--- src/rtl/meduram_pkg.sv ---
// Shared definitions for the multi-port RAM agents.
// Holds the bank_select width rule that the read ports and the write-agent
// accounter must agree on, plus the read-port sizing constants.
package meduram_pkg;

  localparam int RDPORT_FIFO_DEPTH = 3;
  localparam int COLLISION_CNT_W   = 16;

  // The select carries a bank index followed by an optional collision flag in
  // the MSB. A single bank still takes one index bit so the port never
  // collapses to zero width.
  function automatic int select_width(input int nb_wragent, input int write_collision);
    return ((nb_wragent == 1) ? 1 : $clog2(nb_wragent)) + write_collision;
  endfunction

endpackage

--- src/rtl/read_port_fifo.sv ---
// Response FIFO for read_port: 3 entries, in order, with a registered head.
// Ports:
//   aclk, aresetn : clock, asynchronous active-low reset
//   push, din     : write one entry at the end of the cycle
//   pop           : drop the head at the end of the cycle (ignored when empty)
//   count         : number of valid entries
//   head          : oldest entry, taken straight from a flop (zero after reset)
module read_port_fifo
  import meduram_pkg::*;
#(
  parameter int WIDTH = 33
) (
  input  logic                                   aclk,
  input  logic                                   aresetn,
  input  logic                                   push,
  input  logic                                   pop,
  input  logic [WIDTH-1:0]                       din,
  output logic [$clog2(RDPORT_FIFO_DEPTH+1)-1:0] count,
  output logic [WIDTH-1:0]                       head
);

  localparam int CNT_W = $clog2(RDPORT_FIFO_DEPTH + 1);

  logic [WIDTH-1:0] ent_q [RDPORT_FIFO_DEPTH];
  logic [WIDTH-1:0] ent_d [RDPORT_FIFO_DEPTH];
  logic [CNT_W-1:0] count_q, count_d;
  logic [CNT_W-1:0] wr_idx;
  logic             pop_ok, push_ok;

  // Shift-register organisation: entry 0 is always the head, so the head is
  // a plain flop and stays put while nothing is popped.
  always_comb begin
    ent_d   = ent_q;
    pop_ok  = pop && (count_q != '0);
    wr_idx  = count_q - CNT_W'(pop_ok);
    push_ok = push && (wr_idx < CNT_W'(RDPORT_FIFO_DEPTH));
    if (pop_ok) begin
      for (int i = 0; i < RDPORT_FIFO_DEPTH - 1; i++) begin
        ent_d[i] = ent_q[i+1];
      end
      ent_d[RDPORT_FIFO_DEPTH-1] = '0;
    end
    if (push_ok) begin
      ent_d[wr_idx] = din;
    end
    count_d = count_q + CNT_W'(push_ok) - CNT_W'(pop_ok);
  end

  always_ff @(posedge aclk or negedge aresetn) begin
    if (!aresetn) begin
      count_q <= '0;
      for (int i = 0; i < RDPORT_FIFO_DEPTH; i++) begin
        ent_q[i] <= '0;
      end
    end else begin
      count_q <= count_d;
      ent_q   <= ent_d;
    end
  end

  assign count = count_q;
  assign head  = ent_q[0];

endmodule

--- src/rtl/read_port.sv ---
// Read-agent front end of the multi-port RAM.
// Accepts read requests (valid/ready), strobes rden/rdaddr to the accounter
// and banks, registers the accounter's bank_select alongside the one-cycle
// bank read, picks the bank that last wrote the row and returns
// {collision, data} through a 3-entry response FIFO.
// Ports:
//   aclk, aresetn                          : clock, asynchronous active-low reset
//   req_valid, req_ready, req_addr         : request handshake
//   rden, rdaddr                           : read strobe/address to accounter and banks
//   bank_select                            : accounter answer for rdaddr (same cycle)
//   bank_rddata                            : all banks' read data, one cycle after rden
//   rsp_valid, rsp_ready                   : response handshake
//   rsp_data, rsp_collision                : response payload (FIFO head)
//   collision_count                        : saturating count of colliding responses
// Build option: READ_PORT_COLLISION_CNT_EN builds the collision counter;
// without it collision_count is tied to zero.
module read_port
  import meduram_pkg::*;
#(
  parameter int ADDR_WIDTH      = 8,
  parameter int DATA_WIDTH      = 32,
  parameter int NB_WRAGENT      = 2,
  parameter int WRITE_COLLISION = 1,
  parameter int SELECT_WIDTH    = select_width(NB_WRAGENT, WRITE_COLLISION)
) (
  input  logic                         aclk,
  input  logic                         aresetn,
  input  logic                         req_valid,
  output logic                         req_ready,
  input  logic [ADDR_WIDTH-1:0]        req_addr,
  output logic                         rden,
  output logic [ADDR_WIDTH-1:0]        rdaddr,
  input  logic [SELECT_WIDTH-1:0]      bank_select,
  input  logic [NB_WRAGENT*DATA_WIDTH-1:0] bank_rddata,
  output logic                         rsp_valid,
  input  logic                         rsp_ready,
  output logic [DATA_WIDTH-1:0]        rsp_data,
  output logic                         rsp_collision,
  output logic [COLLISION_CNT_W-1:0]   collision_count
);

  localparam int IDX_W = SELECT_WIDTH - WRITE_COLLISION;
  localparam int CNT_W = $clog2(RDPORT_FIFO_DEPTH + 1);

  logic                    s1_valid_q, s1_valid_d;
  logic [SELECT_WIDTH-1:0] s1_sel_q, s1_sel_d;
  logic [IDX_W-1:0]        sel_idx;
  logic [DATA_WIDTH-1:0]   sel_data;
  logic                    sel_col;
  logic [CNT_W-1:0]        fifo_count;
  logic [DATA_WIDTH:0]     fifo_head;
  logic [CNT_W:0]          credit_used;
  logic                    rsp_pop;

  // Credits count the FIFO plus the stage-1 entry still on its way in, so a
  // stage-1 push can never land on a full FIFO. Only flops feed this term.
  assign credit_used = {1'b0, fifo_count} + {{CNT_W{1'b0}}, s1_valid_q};
  assign req_ready   = aresetn && (credit_used < (CNT_W+1)'(RDPORT_FIFO_DEPTH));
  assign rden        = req_valid && req_ready;
  assign rdaddr      = req_addr;

  always_comb begin
    s1_valid_d = rden;
    s1_sel_d   = bank_select;
  end

  always_ff @(posedge aclk or negedge aresetn) begin
    if (!aresetn) begin
      s1_valid_q <= 1'b0;
      s1_sel_q   <= '0;
    end else begin
      s1_valid_q <= s1_valid_d;
      s1_sel_q   <= s1_sel_d;
    end
  end

  // Indices that name no bank (non-power-of-two bank counts) return zeros.
  always_comb begin
    sel_idx  = s1_sel_q[IDX_W-1:0];
    sel_data = '0;
    for (int k = 0; k < NB_WRAGENT; k++) begin
      if (sel_idx == IDX_W'(k)) begin
        sel_data = bank_rddata[k*DATA_WIDTH +: DATA_WIDTH];
      end
    end
    sel_col = (WRITE_COLLISION == 1) ? s1_sel_q[SELECT_WIDTH-1] : 1'b0;
  end

  assign rsp_valid = (fifo_count != '0);
  assign rsp_pop   = rsp_valid && rsp_ready;

  read_port_fifo #(
    .WIDTH (DATA_WIDTH + 1)
  ) u_fifo (
    .aclk    (aclk),
    .aresetn (aresetn),
    .push    (s1_valid_q),
    .pop     (rsp_pop),
    .din     ({sel_col, sel_data}),
    .count   (fifo_count),
    .head    (fifo_head)
  );

  assign rsp_data      = fifo_head[DATA_WIDTH-1:0];
  assign rsp_collision = fifo_head[DATA_WIDTH];

`ifdef READ_PORT_COLLISION_CNT_EN
  logic [COLLISION_CNT_W-1:0] coll_cnt_q, coll_cnt_d;

  always_comb begin
    coll_cnt_d = coll_cnt_q;
    if (rsp_pop && rsp_collision && (coll_cnt_q != '1)) begin
      coll_cnt_d = coll_cnt_q + 1'b1;
    end
  end

  always_ff @(posedge aclk or negedge aresetn) begin
    if (!aresetn) begin
      coll_cnt_q <= '0;
    end else begin
      coll_cnt_q <= coll_cnt_d;
    end
  end

  assign collision_count = coll_cnt_q;
`else
  assign collision_count = '0;
`endif

endmodule

--- config.mk ---
export PLATFORM = sky130hd
export DESIGN_NAME = read_port
export DESIGN_NICKNAME = d
export VERILOG_FILES = /design/src/rtl/meduram_pkg.sv /design/src/rtl/read_port_fifo.sv /design/src/rtl/read_port.sv
export SDC_FILE = /design/constraint.sdc
export NUM_CORES = 1
export LEC_CHECK = 0
export ABC_AREA = 1
export BUFFER_PORTS_ARGS = -buffer_cell sky130_fd_sc_hd__buf_2
export CAP_MARGIN = 40
export CORE_MARGIN = 2
export CORE_UTILIZATION = 45
export CTS_CLUSTER_SIZE = 16
export DETAILED_ROUTE_END_ITERATION = 10
export PLACE_DENSITY = 0.8
export SYNTH_ARGS = -nofsm -noshare
export SYNTH_HDL_FRONTEND = slang
export SYNTH_SLANG_ARGS = --single-unit
--- constraint.sdc ---
create_clock -name aclk -period 2.2 [get_ports aclk]
set_clock_uncertainty 0.1 [all_clocks]
set_input_delay 0.44 -clock aclk [delete_from_list [all_inputs] [get_ports aclk]]
set_output_delay 0.44 -clock aclk [all_outputs]
set_load 0.005 [all_outputs]
==> flow_results.xml <==
<?xml version="1.0" encoding="UTF-8"?>
<metrics>
  <group name="routing">
    <metric name="postRouteWirelength" unit="µm">14100</metric>
    <metric name="wl_per_cell" unit="µm">12.3</metric>
    <metric name="detail_route.drc_violations" unit="">0</metric>
    <metric name="vias_per_cell" unit="">4.61</metric>
    <metric name="dr_total_vias" unit="">5298</metric>
    <metric name="detail-route-antenna-nets" unit="">0</metric>
    <metric name="initialDrtViolationCount" unit="">380</metric>
    <metric name="firstDrtPassIters" unit="">4</metric>
  </group>
  <group name="logic_synthesis">
    <metric name="synth_seq_area_share" unit="">0.419</metric>
    <metric name="synth.most_common_cell" unit="">sky130_fd_sc_hd__nand2_1</metric>
    <metric name="primary_ff_master_synth" unit="">sky130_fd_sc_hd__dfrtp_1</metric>
    <metric name="yosys.area.top_type" unit="">sky130_fd_sc_hd__dfrtp_1</metric>
    <metric name="synth_area_per_cell" unit="µm²">6.76</metric>
    <metric name="mappedNetlistArea" unit="µm²">6220</metric>
    <metric name="synth_edf_count" unit="">0</metric>
    <metric name="synth_cell_type_count" unit="">21</metric>
    <metric name="synth_area_leaders" unit="">sky130_fd_sc_hd__dfrtp_1 (42%), sky130_fd_sc_hd__nand2_1 (25%), sky130_fd_sc_hd__nand3_1 (8.0%), sky130_fd_sc_hd__buf_4 (7.6%), sky130_fd_sc_hd__inv_1 (6.9%)</metric>
    <metric name="yosys_warnings" unit="">0</metric>
    <metric name="asyncSetResetFlopFracSynth" unit="">1.00</metric>
    <metric name="ys_seq_elements" unit="">104</metric>
    <metric name="synth_top_cells_by_count" unit="">sky130_fd_sc_hd__nand2_1 (413), sky130_fd_sc_hd__inv_1 (115), sky130_fd_sc_hd__dfrtp_1 (104)</metric>
    <metric name="synth.top_cell.area_share" unit="">0.419</metric>
    <metric name="synthesis.instances" unit="">920</metric>
  </group>
  <group name="power_and_ir_drop">
    <metric name="ir_drop" unit="mV">0.530</metric>
    <metric name="comb_power_share" unit="">0.404</metric>
    <metric name="leakage" unit="nW">4.07</metric>
    <metric name="switching_power" unit="mW">3.26</metric>
    <metric name="power_density" unit="nW/µm²">1200</metric>
    <metric name="internal_power" unit="mW">5.04</metric>
    <metric name="power_frac_clock" unit="">0.223</metric>
    <metric name="post-layout-total-power" unit="mW">8.30</metric>
    <metric name="switching_share" unit="">0.393</metric>
    <metric name="sequentialPowerShare" unit="">0.373</metric>
  </group>
  <group name="global_route">
    <metric name="track_usage" unit="">0.203</metric>
    <metric name="grt_pass1_wl" unit="µm">24100</metric>
    <metric name="grt_max_degree" unit="">105</metric>
    <metric name="grt_remaining_overflow" unit="">0</metric>
    <metric name="via_count_of_the_first_global_routing_pass" unit="">5156</metric>
    <metric name="antenna_violations_before_repair" unit="">0</metric>
  </group>
  <group name="critical_path">
    <metric name="cp-end-kind" unit="">primary output</metric>
    <metric name="ff2ff_setup_slack" unit="ns">0.33</metric>
    <metric name="critPathMaxFanout" unit="">2</metric>
    <metric name="worstReg2RegEnd" unit="">u_fifo.head[2]</metric>
    <metric name="cp.required" unit="ns">1.66</metric>
    <metric name="timing.critical_path.from_type" unit="">flip-flop</metric>
    <metric name="crit_path_frequent_cell" unit="">sky130_fd_sc_hd__nand2_2</metric>
    <metric name="critPathMaxStageDelay" unit="ns">0.39</metric>
    <metric name="cpMaxStageDelayCell" unit="">sky130_fd_sc_hd__dfrtp_1</metric>
    <metric name="reg2reg_depth" unit="">8</metric>
    <metric name="critical_path.cell_chain" unit="">ha_2, ha_4, nand2_2, nand2_2, nor3b_2, buf_2</metric>
    <metric name="startpoint_of_the_most_critical_register_to_register_path" unit="">u_fifo.count[0]</metric>
    <metric name="critical_setup_path_class" unit="">flip-flop to primary output</metric>
    <metric name="crit_arrival" unit="ns">1.58</metric>
  </group>
  <group name="clocking">
    <metric name="cts_tree" unit="">done</metric>
    <metric name="clock-sinks" unit="">104</metric>
    <metric name="clock-root-buffer" unit="">sky130_fd_sc_hd__clkbuf_16</metric>
    <metric name="cts_max_level" unit="">3</metric>
    <metric name="cts_made_buffers" unit="">9</metric>
    <metric name="cts_max_path_buffers" unit="">2</metric>
    <metric name="holdBufCountCts" unit="">0</metric>
    <metric name="cts.reportedPaths.clkPinSlew" unit="ns">0.07</metric>
    <metric name="clock_insertion_delay_worst_skew" unit="ns">0.35</metric>
  </group>
  <group name="worst_hold_path">
    <metric name="hold_path.class" unit="">input pin to asynchronous set/reset pin</metric>
  </group>
  <group name="die">
    <metric name="core_area" unit="µm²">13300</metric>
    <metric name="floorplan.io_pins" unit="">138</metric>
    <metric name="effective_utilization_at_floorplan" unit="">0.466</metric>
    <metric name="die_area" unit="µm²">14800</metric>
    <metric name="chipHeight" unit="µm">122</metric>
    <metric name="placementRows" unit="">42</metric>
    <metric name="fp.dieW" unit="µm">122</metric>
  </group>
  <group name="final_layout">
    <metric name="post_route_cells_drive_above_1_share" unit="">0.163</metric>
    <metric name="layout.area.seq" unit="µm²">2600</metric>
    <metric name="multiInputGateArea" unit="µm²">2550</metric>
    <metric name="antenna-diode-count" unit="">0</metric>
    <metric name="design_area" unit="µm²">6900</metric>
    <metric name="layout.core_utilization" unit="">0.517</metric>
    <metric name="area_delta_synth_final" unit="%">10.9</metric>
    <metric name="fin_nets" unit="">1048</metric>
    <metric name="num-fill-cells" unit="">1353</metric>
  </group>
  <group name="timing">
    <metric name="time_the_final_worst_path_needs_with_i_o_delays_and_setup" unit="ns">2.12</metric>
    <metric name="finalHoldViolations" unit="">0</metric>
    <metric name="hold-worst-slack" unit="ns">0.0474</metric>
    <metric name="setup_violators_final" unit="">0</metric>
    <metric name="rsz_0062_raised_after_global_routing" unit="">true</metric>
    <metric name="setup_tns" unit="ns">0</metric>
    <metric name="maxSlewViolCount" unit="">0</metric>
    <metric name="slew_headroom" unit="">0.591</metric>
    <metric name="tightest_slew" unit="ns">0.613</metric>
    <metric name="max_freq" unit="MHz">471</metric>
    <metric name="final.period_utilization" unit="">0.965</metric>
  </group>
  <group name="run_status">
    <metric name="outcome" unit="">completed</metric>
  </group>
  <group name="job">
    <metric name="max-cap-violations" unit="">0</metric>
  </group>
  <group name="placed_design">
    <metric name="gp_congestion" unit="">0.754</metric>
    <metric name="io_buffers" unit="">105</metric>
    <metric name="dpl.hpwl" unit="µm">8820</metric>
    <metric name="postPlaceCellArea" unit="µm²">6510</metric>
  </group>
</metrics>
-- power by group through the flow --
stage | combinational [mW] | sequential [mW] | clock, mW
finish | 3.35 | 3.10 | 1.86
detailed placement | 3.32 | 3.13 | 0
floorplan | 2.79 | 3.03 | 0
global placement | 3.23 | 3.09 | 0
CTS | 3.36 | 3.09 | 1.88
global route | 3.91 | 3.19 | 1.96
-- metrics by stage --
step           worst slack, ns  cells
5_1_grt               -0.00822   1148
4_1_cts               0.000265   1148
3_3_place_gp             0.272   1130
3_5_place_dp             0.264   1130
6_report                0.0768   1148
2_1_floorplan            0.443    935
-- layout make-up --
type | instances | share of cell area
well taps | 176 | 0.0319
flip-flops and latches | 104 | 0.377
inverters | 116 | 0.0631
clock inverters | 7 | 0.0172
clock buffers | 9 | 0.0327
multi-input cells | 609 | 0.370
repair buffers | 127 | 0.108
-- registers in the layout, indices dropped and copies added (netlist names) --
register      cells
u_fifo.ent_q     66
u_fifo.head      33
s1_sel_q          2
u_fifo.count      2
s1_valid_q        1
-- cell usage in the layout, fill, tap and decap left out --
cell / netlist / routed
sky130_fd_sc_hd__a21oi_1: 1 / 1
sky130_fd_sc_hd__buf_12: 0 / 4
sky130_fd_sc_hd__buf_2: 24 / 104
sky130_fd_sc_hd__buf_4: 63 / 19
sky130_fd_sc_hd__bufinv_16: 0 / 3
sky130_fd_sc_hd__clkbuf_16: 0 / 9
sky130_fd_sc_hd__clkinv_2: 0 / 1
sky130_fd_sc_hd__clkinvlp_4: 0 / 2
sky130_fd_sc_hd__conb_1: 1 / 16
sky130_fd_sc_hd__dfrtp_1: 104 / 103
sky130_fd_sc_hd__dfrtp_2: 0 / 1
sky130_fd_sc_hd__ha_1: 3 / 1
sky130_fd_sc_hd__ha_2: 0 / 1
sky130_fd_sc_hd__ha_4: 0 / 1
sky130_fd_sc_hd__inv_1: 115 / 115
sky130_fd_sc_hd__inv_2: 1 / 1
sky130_fd_sc_hd__inv_6: 0 / 1
sky130_fd_sc_hd__nand2_1: 413 / 410
sky130_fd_sc_hd__nand2_2: 3 / 6
sky130_fd_sc_hd__nand2_4: 1 / 1
sky130_fd_sc_hd__nand3_1: 100 / 100
sky130_fd_sc_hd__nand3_2: 1 / 1
sky130_fd_sc_hd__nor2_1: 36 / 35
sky130_fd_sc_hd__nor2_4: 0 / 2
sky130_fd_sc_hd__nor3b_2: 0 / 1
sky130_fd_sc_hd__o21ai_0: 32 / 32
sky130_fd_sc_hd__xor2_1: 1 / 1
-- critical path, delay by kind of cell, from the launching register on --
| family | cells | cell delay, ns |
|---|---|---|
| adder cells (fa/ha/maj) | 2 | 0.41 |
| AND/OR/NAND/NOR | 3 | 0.31 |
| flip-flops | 1 | 0.39 |
| buffers and inverters | 1 | 0.14 |
-- what timing repair did --
action,in CTS,in global routing
buffers inserted,2,0
pin swaps,2,4
setup endpoints to repair,1,1
gates resized for setup,3,2
-- kinds of logic after synthesis --
logic type / count (synthesis) / share of synthesized area
other cells: 1 / 0.000603
fa+ha+maj: 3 / 0.00604
buf+inv: 222 / 0.187
simple gates: 556 / 0.360
xor+xnor: 1 / 0.00141
compound gates: 33 / 0.0266
flops: 104 / 0.419
-- routing by layer --
layer	share of wire	global-route usage
met5	0	0
met4	0.017	0.0848
met3	0.052	0.0234
met2	0.49	0.353
met1	0.44	0.258
-- how the worst max path moves through the flow --
stage,start,end,slack (ns),cells after the start
floorplan,s1_valid_q,rden,0.44,5
global placement,s1_valid_q,rden,0.27,6
detailed placement,s1_valid_q,rden,0.26,6
CTS,s1_valid_q,rden,0.0003,6
global route,s1_valid_q,rden,-0.008,6
finish,u_fifo.count[0],rden,0.08,6
Power figures use the tool's default switching activity.
